===== config.mk =====
export PLATFORM = sky130hd
export DESIGN_NAME = branch_resolve
export DESIGN_NICKNAME = d
export VERILOG_FILES = /design/src/rtl/branch_resolve.sv
export SDC_FILE = /design/constraint.sdc
export NUM_CORES = 1
export LEC_CHECK = 0
export CAP_MARGIN = 0
export CORE_MARGIN = 3
export CORE_UTILIZATION = 43
export CTS_CLUSTER_SIZE = 12
export DETAILED_ROUTE_END_ITERATION = 12
export PLACE_DENSITY = 0.75
export RECOVER_POWER = 100
export SLEW_MARGIN = 20
export SYNTH_ARGS = -nofsm -noshare
export SYNTH_HDL_FRONTEND = slang
export SYNTH_SLANG_ARGS = --single-unit

===== constraint.sdc =====
create_clock -name clk -period 3.4 [get_ports clk]
set_input_delay 0.68 -clock clk [delete_from_list [all_inputs] [get_ports clk]]
set_output_delay 0.68 -clock clk [all_outputs]
set_load 0.02 [all_outputs]

===== src/rtl/branch_resolve.sv =====
// Execute-stage control-flow resolution: computes branch/jump targets, holds a
// redirect request to fetch, squashes younger work, and reports links/misaligned faults.
module branch_resolve #(
    parameter int unsigned CNT_W = 32
) (
    input  logic             clk,
    input  logic             rst,
    input  logic             ex_valid,
    output logic             ex_ready,
    input  logic [1:0]       ex_kind,
    input  logic             br_en,
    input  logic [31:0]      pc_ex,
    input  logic [31:0]      imm,
    input  logic [31:0]      rs1,
    output logic             redirect_valid,
    input  logic             redirect_ready,
    output logic [31:0]      redirect_pc,
    output logic             squash,
    output logic             link_valid,
    output logic [31:0]      link_data,
    output logic             exc_misaligned,
    output logic [31:0]      exc_tval,
    output logic [CNT_W-1:0] branch_cnt,
    output logic [CNT_W-1:0] taken_cnt
);

    localparam int unsigned XLEN = 32;
    localparam logic [1:0] KIND_BR   = 2'b01;
    localparam logic [1:0] KIND_JALR = 2'b11;

    typedef enum logic {IDLE, REDIRECT} state_e;

    state_e            state_q, state_d;
    logic              redirect_valid_q, redirect_valid_d;
    logic [XLEN-1:0]   redirect_pc_q, redirect_pc_d;
    logic              squash_q, squash_d;
    logic              link_valid_q, link_valid_d;
    logic [XLEN-1:0]   link_data_q, link_data_d;
    logic              exc_q, exc_d;
    logic [XLEN-1:0]   exc_tval_q, exc_tval_d;
    logic [CNT_W-1:0]  branch_cnt_q, branch_cnt_d;
    logic [CNT_W-1:0]  taken_cnt_q, taken_cnt_d;

    logic              accept;
    logic              is_branch;
    logic              taken;
    logic              misaligned;
    logic [XLEN-1:0]   jalr_sum;
    logic [XLEN-1:0]   target;

    // Target resolution; jalr clears bit 0 of the sum.
    assign accept     = ex_valid & (state_q == IDLE);
    assign is_branch  = (ex_kind == KIND_BR);
    assign taken      = (is_branch & br_en) | ex_kind[1];
    assign jalr_sum   = rs1 + imm;
    assign target     = (ex_kind == KIND_JALR) ? {jalr_sum[XLEN-1:1], 1'b0} : (pc_ex + imm);
    assign misaligned = taken & target[1];

    always_comb begin
        state_d          = state_q;
        redirect_pc_d    = redirect_pc_q;
        link_valid_d     = 1'b0;
        link_data_d      = link_data_q;
        exc_d            = 1'b0;
        exc_tval_d       = exc_tval_q;
        branch_cnt_d     = branch_cnt_q;
        taken_cnt_d      = taken_cnt_q;

        case (state_q)
            IDLE: begin
                if (accept) begin
                    if (is_branch) begin
                        branch_cnt_d = branch_cnt_q + CNT_W'(1);
                        if (br_en) taken_cnt_d = taken_cnt_q + CNT_W'(1);
                    end
                    if (taken) begin
                        if (misaligned) begin
                            exc_d      = 1'b1;
                            exc_tval_d = target;
                        end else begin
                            state_d       = REDIRECT;
                            redirect_pc_d = target;
                            if (ex_kind[1]) begin
                                link_valid_d = 1'b1;
                                link_data_d  = pc_ex + XLEN'(4);
                            end
                        end
                    end
                end
            end
            REDIRECT: begin
                if (redirect_ready) state_d = IDLE;
            end
            default: state_d = IDLE;
        endcase

        // Squash covers the slot after any taken accept and every redirect cycle.
        redirect_valid_d = (state_d == REDIRECT);
        squash_d         = (accept & taken) | (state_d == REDIRECT);
    end

    always_ff @(posedge clk) begin
        if (rst) begin
            state_q          <= IDLE;
            redirect_valid_q <= 1'b0;
            redirect_pc_q    <= '0;
            squash_q         <= 1'b0;
            link_valid_q     <= 1'b0;
            link_data_q      <= '0;
            exc_q            <= 1'b0;
            exc_tval_q       <= '0;
            branch_cnt_q     <= '0;
            taken_cnt_q      <= '0;
        end else begin
            state_q          <= state_d;
            redirect_valid_q <= redirect_valid_d;
            redirect_pc_q    <= redirect_pc_d;
            squash_q         <= squash_d;
            link_valid_q     <= link_valid_d;
            link_data_q      <= link_data_d;
            exc_q            <= exc_d;
            exc_tval_q       <= exc_tval_d;
            branch_cnt_q     <= branch_cnt_d;
            taken_cnt_q      <= taken_cnt_d;
        end
    end

    assign ex_ready       = (state_q == IDLE);
    assign redirect_valid = redirect_valid_q;
    assign redirect_pc    = redirect_pc_q;
    assign squash         = squash_q;
    assign link_valid     = link_valid_q;
    assign link_data      = link_data_q;
    assign exc_misaligned = exc_q;
    assign exc_tval       = exc_tval_q;
    assign branch_cnt     = branch_cnt_q;
    assign taken_cnt      = taken_cnt_q;

endmodule


==> impl_metrics.sql <==
INSERT INTO impl_metrics (metric_group, metric, value, unit) VALUES
('setup_path', 'timing.setup.critical_path_class', 'primary input to flop', ''),
('timing', 'timing.final.ws_setup', '0.125', 'ns'),
('clock_tree', 'clock_tree.root_cell', 'clkbuf_16', ''),
('clock_tree', 'worst_setup_hold_path_clk_slew', '0.07', 'ns'),
('clock_tree', 'clkSinkCount', '164', ''),
('place', 'post-dp-hpwl', '27.0', 'mm'),
('clock_tree', 'cts_tree', 'yes', ''),
('timing', 'setup-violations-final', '0', ''),
('setup_path', 'worst_path_largest_cell_delay', '0.44', 'ns'),
('clock_tree', 'cts-hold-fix-buffers', '0', ''),
('timing', 'clock-skew-final', '0.0113', 'ns'),
('logic_synthesis', 'mappedNetlistArea', '0.0102', 'mm²'),
('global_routing', 'globalRouteTotalUtil', '26.2', '%'),
('setup_path', 'critical_path.n_buffers_inverters', '2', ''),
('power', 'power.density', '394', 'mW/mm²'),
('drt', 'avgRoutedWirePerCell', '17.2', 'µm'),
('place', 'place_congestion', '0.919', ''),
('finish', 'final_layout_size_suffix_gt1_share', '13.4', '%'),
('timing', 'final_hold_viol_count', '0', ''),
('clock_tree', 'ctsLongestPathBuffers', '2', ''),
('setup_path', 'crit_fanout', '4', ''),
('power', 'irDropWorstVdd', '263', 'µV'),
('timing', 'worstMarginPinSlew', '0.981', 'ns'),
('drt', 'drt_iter0_markers', '784', ''),
('finish', 'diodes_inserted', '0', ''),
('finish', 'final_core_util', '65.2', '%'),
('global_routing', 'grt_max_degree', '71', ''),
('power', 'leakage_power', '6.40', 'nW'),
('logic_synthesis', 'syn_area_per_cell', '7.93', 'µm²'),
('logic_synthesis', 'postSynthRegisterBits', '164', ''),
('logic_synthesis', 'post_synthesis_net_count', '1452', ''),
('setup_path', 'critical_path.slowest_cell', 'clkdlybuf4s50_1', ''),
('logic_synthesis', 'yosysWarnings', '0', ''),
('setup_path', 'cp_data_required_time', '3.73', 'ns'),
('finish', 'area.growth.synth_to_final', '47.2', '%'),
('status', 'run_status', 'finished clean', ''),
('logic_synthesis', 'postSynth.topFlopCell', 'dfxtp_1', ''),
('global_routing', 'global_route.overflow_total', '0', ''),
('logic_synthesis', 'ys_async_sr_fraction', '0', '%'),
('logic_synthesis', 'synthesis.instances', '1283', ''),
('drt', 'routed_wirelength', '34.5', 'mm'),
('die', 'ios', '268', ''),
('run', 'drv.max_cap_violation_count', '0', ''),
('worst_hold_path', 'hp-class', 'flop to flop', ''),
('drt', 'postRouteAntennaNets', '0', ''),
('drt', 'detail_route.first_pass.iterations', '5', ''),
('finish', 'finish.net_count', '1850', ''),
('timing', 'highest_clock_rate', '0.305', 'GHz'),
('place', 'dpl_worst_slack', '-0.476', 'ns'),
('timing', 'final_period_minus_worst_setup_slack', '3.27', 'ns'),
('setup_path', 'worst-endpoint-arrival', '3.61', 'ns'),
('drt', 'vias', '10956', ''),
('clock_tree', 'cts_made_buffers', '17', ''),
('timing', 'period_share', '96.3', '%'),
('die', 'chipHeight', '160', 'µm'),
('global_routing', 'first_global_vias', '10569', ''),
('global_routing', 'antenna_found_initial', '0', ''),
('die', 'rows', '55', ''),
('timing', 'final-max-slew-violation-count', '0', ''),
('setup_path', 'crit_path_cell_trace', 'clkdlybuf4s50_1 -> ha_1 -> and2_1 -> a221o_1 -> or2_1 -> o211ai_2 -> buf_4 -> a21boi_0 -> o21a_1 -> o21ai_0 -> nand3b_1 -> a311oi_1', ''),
('setup_path', 'crit_family', 'compound AO/OA/AOI/OAI gates', ''),
('global_routing', 'grt_pass1_wl', '54.6', 'mm'),
('logic_synthesis', 'netlist-cell-type-count', '67', ''),
('die', 'die-area', '0.0256', 'mm²'),
('drt', 'drt_drc_violations_left', '0', ''),
('die', 'placeableCoreArea', '0.0230', 'mm²'),
('place', 'numPortBuffers', '267', ''),
('die', 'die_width', '160', 'µm'),
('drt', 'detail_route.vias_per_cell', '5.46', ''),
('clock_tree', 'clock_insertion_delay_worst_skew', '0.44', 'ns'),
('clock_tree', 'ctsHtreeMaxLevel', '4', ''),
('setup_path', 'worstSetupEndpointType', 'flop', ''),
('setup_path', 'setup.worst_path.start_class', 'primary input', ''),
('logic_synthesis', 'ys_seq_area_share', '32.3', '%'),
('timing', 'relSlewSlack', '34.6', '%'),
('logic_synthesis', 'number_of_flops_mapped_to_enable_cells_by_yosys', '0', ''),
('die', 'initial_core_util', '44.3', '%');
synth_stat cells (all sizes together) (9+ instances only):
cell type	n	share of area [%]
inv	15	0.55
a21oi	93	4.6
or3	15	0.92
o21a	10	0.74
xor2	84	7.2
a21o	29	2.2
and4	10	0.86
nand3	55	2.7
dfxtp	164	32
a311oi	10	0.86
nand2	111	4.1
nand4	25	1.5
nor2	199	7.3
buf	9	0.47
a211oi	65	4.9
o21ai	63	3.1
and3	25	1.5
xnor2	50	4.3
ha	64	7.9
nor3	24	1.2
clkbuf	54	2.0
mux2i	9	1.0
cell usage in the layout, fill, tap and decap left out, drive strengths merged, types with 3 or more instances in the layout:
cell type and n:
o31ai 4, and3 25, clkbuf 30, o21ai 63
nand3 55, a211oi 65, a21boi 4, a21oi 93
nor3b 5, xnor2 50, nor4 5, or3 15
nor2 199, o21a 10, o31a 3, and4 10
nand2 111, or2 4, inv 22, a31oi 8
nor3 24, nand2b 6, nand4 25, and2 8
o211ai 7, a41oi 3, nor2b 7, buf 165
dlygate4sd3 166, clkdlybuf4s50 100, xor2 84, ha 64
clkinv 7, a21o 29, o21bai 7, a311oi 10
mux2i 9, dfxtp 164
through the flow:
stage                     instance area [µm²]  power, W  hold WS [ns]  TNS (ns)  std cells
after floorplan                         10200   0.00307         0.534         0       1283
after global placement                  14400   0.00394         0.444     -9.49       1975
after detailed placement                14400   0.00396         0.448    -11.99       1975
after CTS                               15000   0.00597         0.459         0       2007
after global routing                    15000   0.00618         0.487  -0.00176       2007
final                                   15000   0.00590         0.456         0       2007
registers in the layout, indices dropped and copies added, names as in the netlist:
register,cells
link_valid,1
squash,1
exc_misaligned,1
redirect_valid,1
taken_cnt,32
branch_cnt,32
redirect_pc,32
link_data,32
exc_tval,32
path summary, 6_finish.rpt:
check	from	to	slack (ns)	depth (start not counted)
setup reg to reg	redirect_valid	exc_tval[22]	0.87	8
hold reg to reg	exc_tval[0]	exc_tval[0]	0.46	2
hold / removal	exc_tval[0]	exc_tval[0]	0.46	2
setup / recovery	imm[8]	exc_tval[25]	0.13	12
report_power, final:
| part | total, W | internal (W) | leakage, nW | switching, W |
|---|---|---|---|---|
| combinational | 0.00183 | 0.000847 | 4.78 | 0.000981 |
| sequential | 0.00207 | 0.00202 | 1.33 | 0.0000558 |
| clock | 0.00200 | 0.00100 | 0.293 | 0.00100 |
| total | 0.00590 | 0.00387 | 6.40 | 0.00204 |
tightest hold or removal path: stages, from the launching register on:
cell     delay (ns)
dfxtp_1        0.31
nand2_1        0.05
a21oi_1        0.05
area by class of cell:
class	count	area, µm²
Fill cell	2012	8000
Multi-Input combinational cell	1039	6670
Timing Repair Buffer	444	3980
Sequential cell	164	3280
Clock buffer	17	425
Tap cell	313	392
Clock inverter	15	185
Inverter	15	56.3
layer usage:
layer | track usage (%) | wire [µm] | part of all wire [%]
met5 | 0 | 0 | 0
met3 | 4.98 | 2280 | 6.6
met1 | 31.3 | 14300 | 41
met2 | 46.8 | 16800 | 49
met4 | 9.66 | 1200 | 3.5
cells by family (layout without fill, tap and decap cells):
logic type	Yosys count	count (layout)	synth area share, %
multiplexers	11	11	1.23
buffers and inverters	80	491	3.21
AO/OA/AOI/OAI	323	323	20.5
AND/OR/NAND/NOR	505	505	23.0
flip-flops	164	164	32.3
XOR/XNOR	134	134	11.5
adder cells (fa/ha/maj)	66	66	8.26
repair_timing:
item                       4_1_cts  5_1_grt
pin swaps                        0        7
setup endpoints to repair        9       27
buffers inserted                 0        0
cloned                           0        0
resized for setup                2       18
Power figures use the tool's default switching activity.
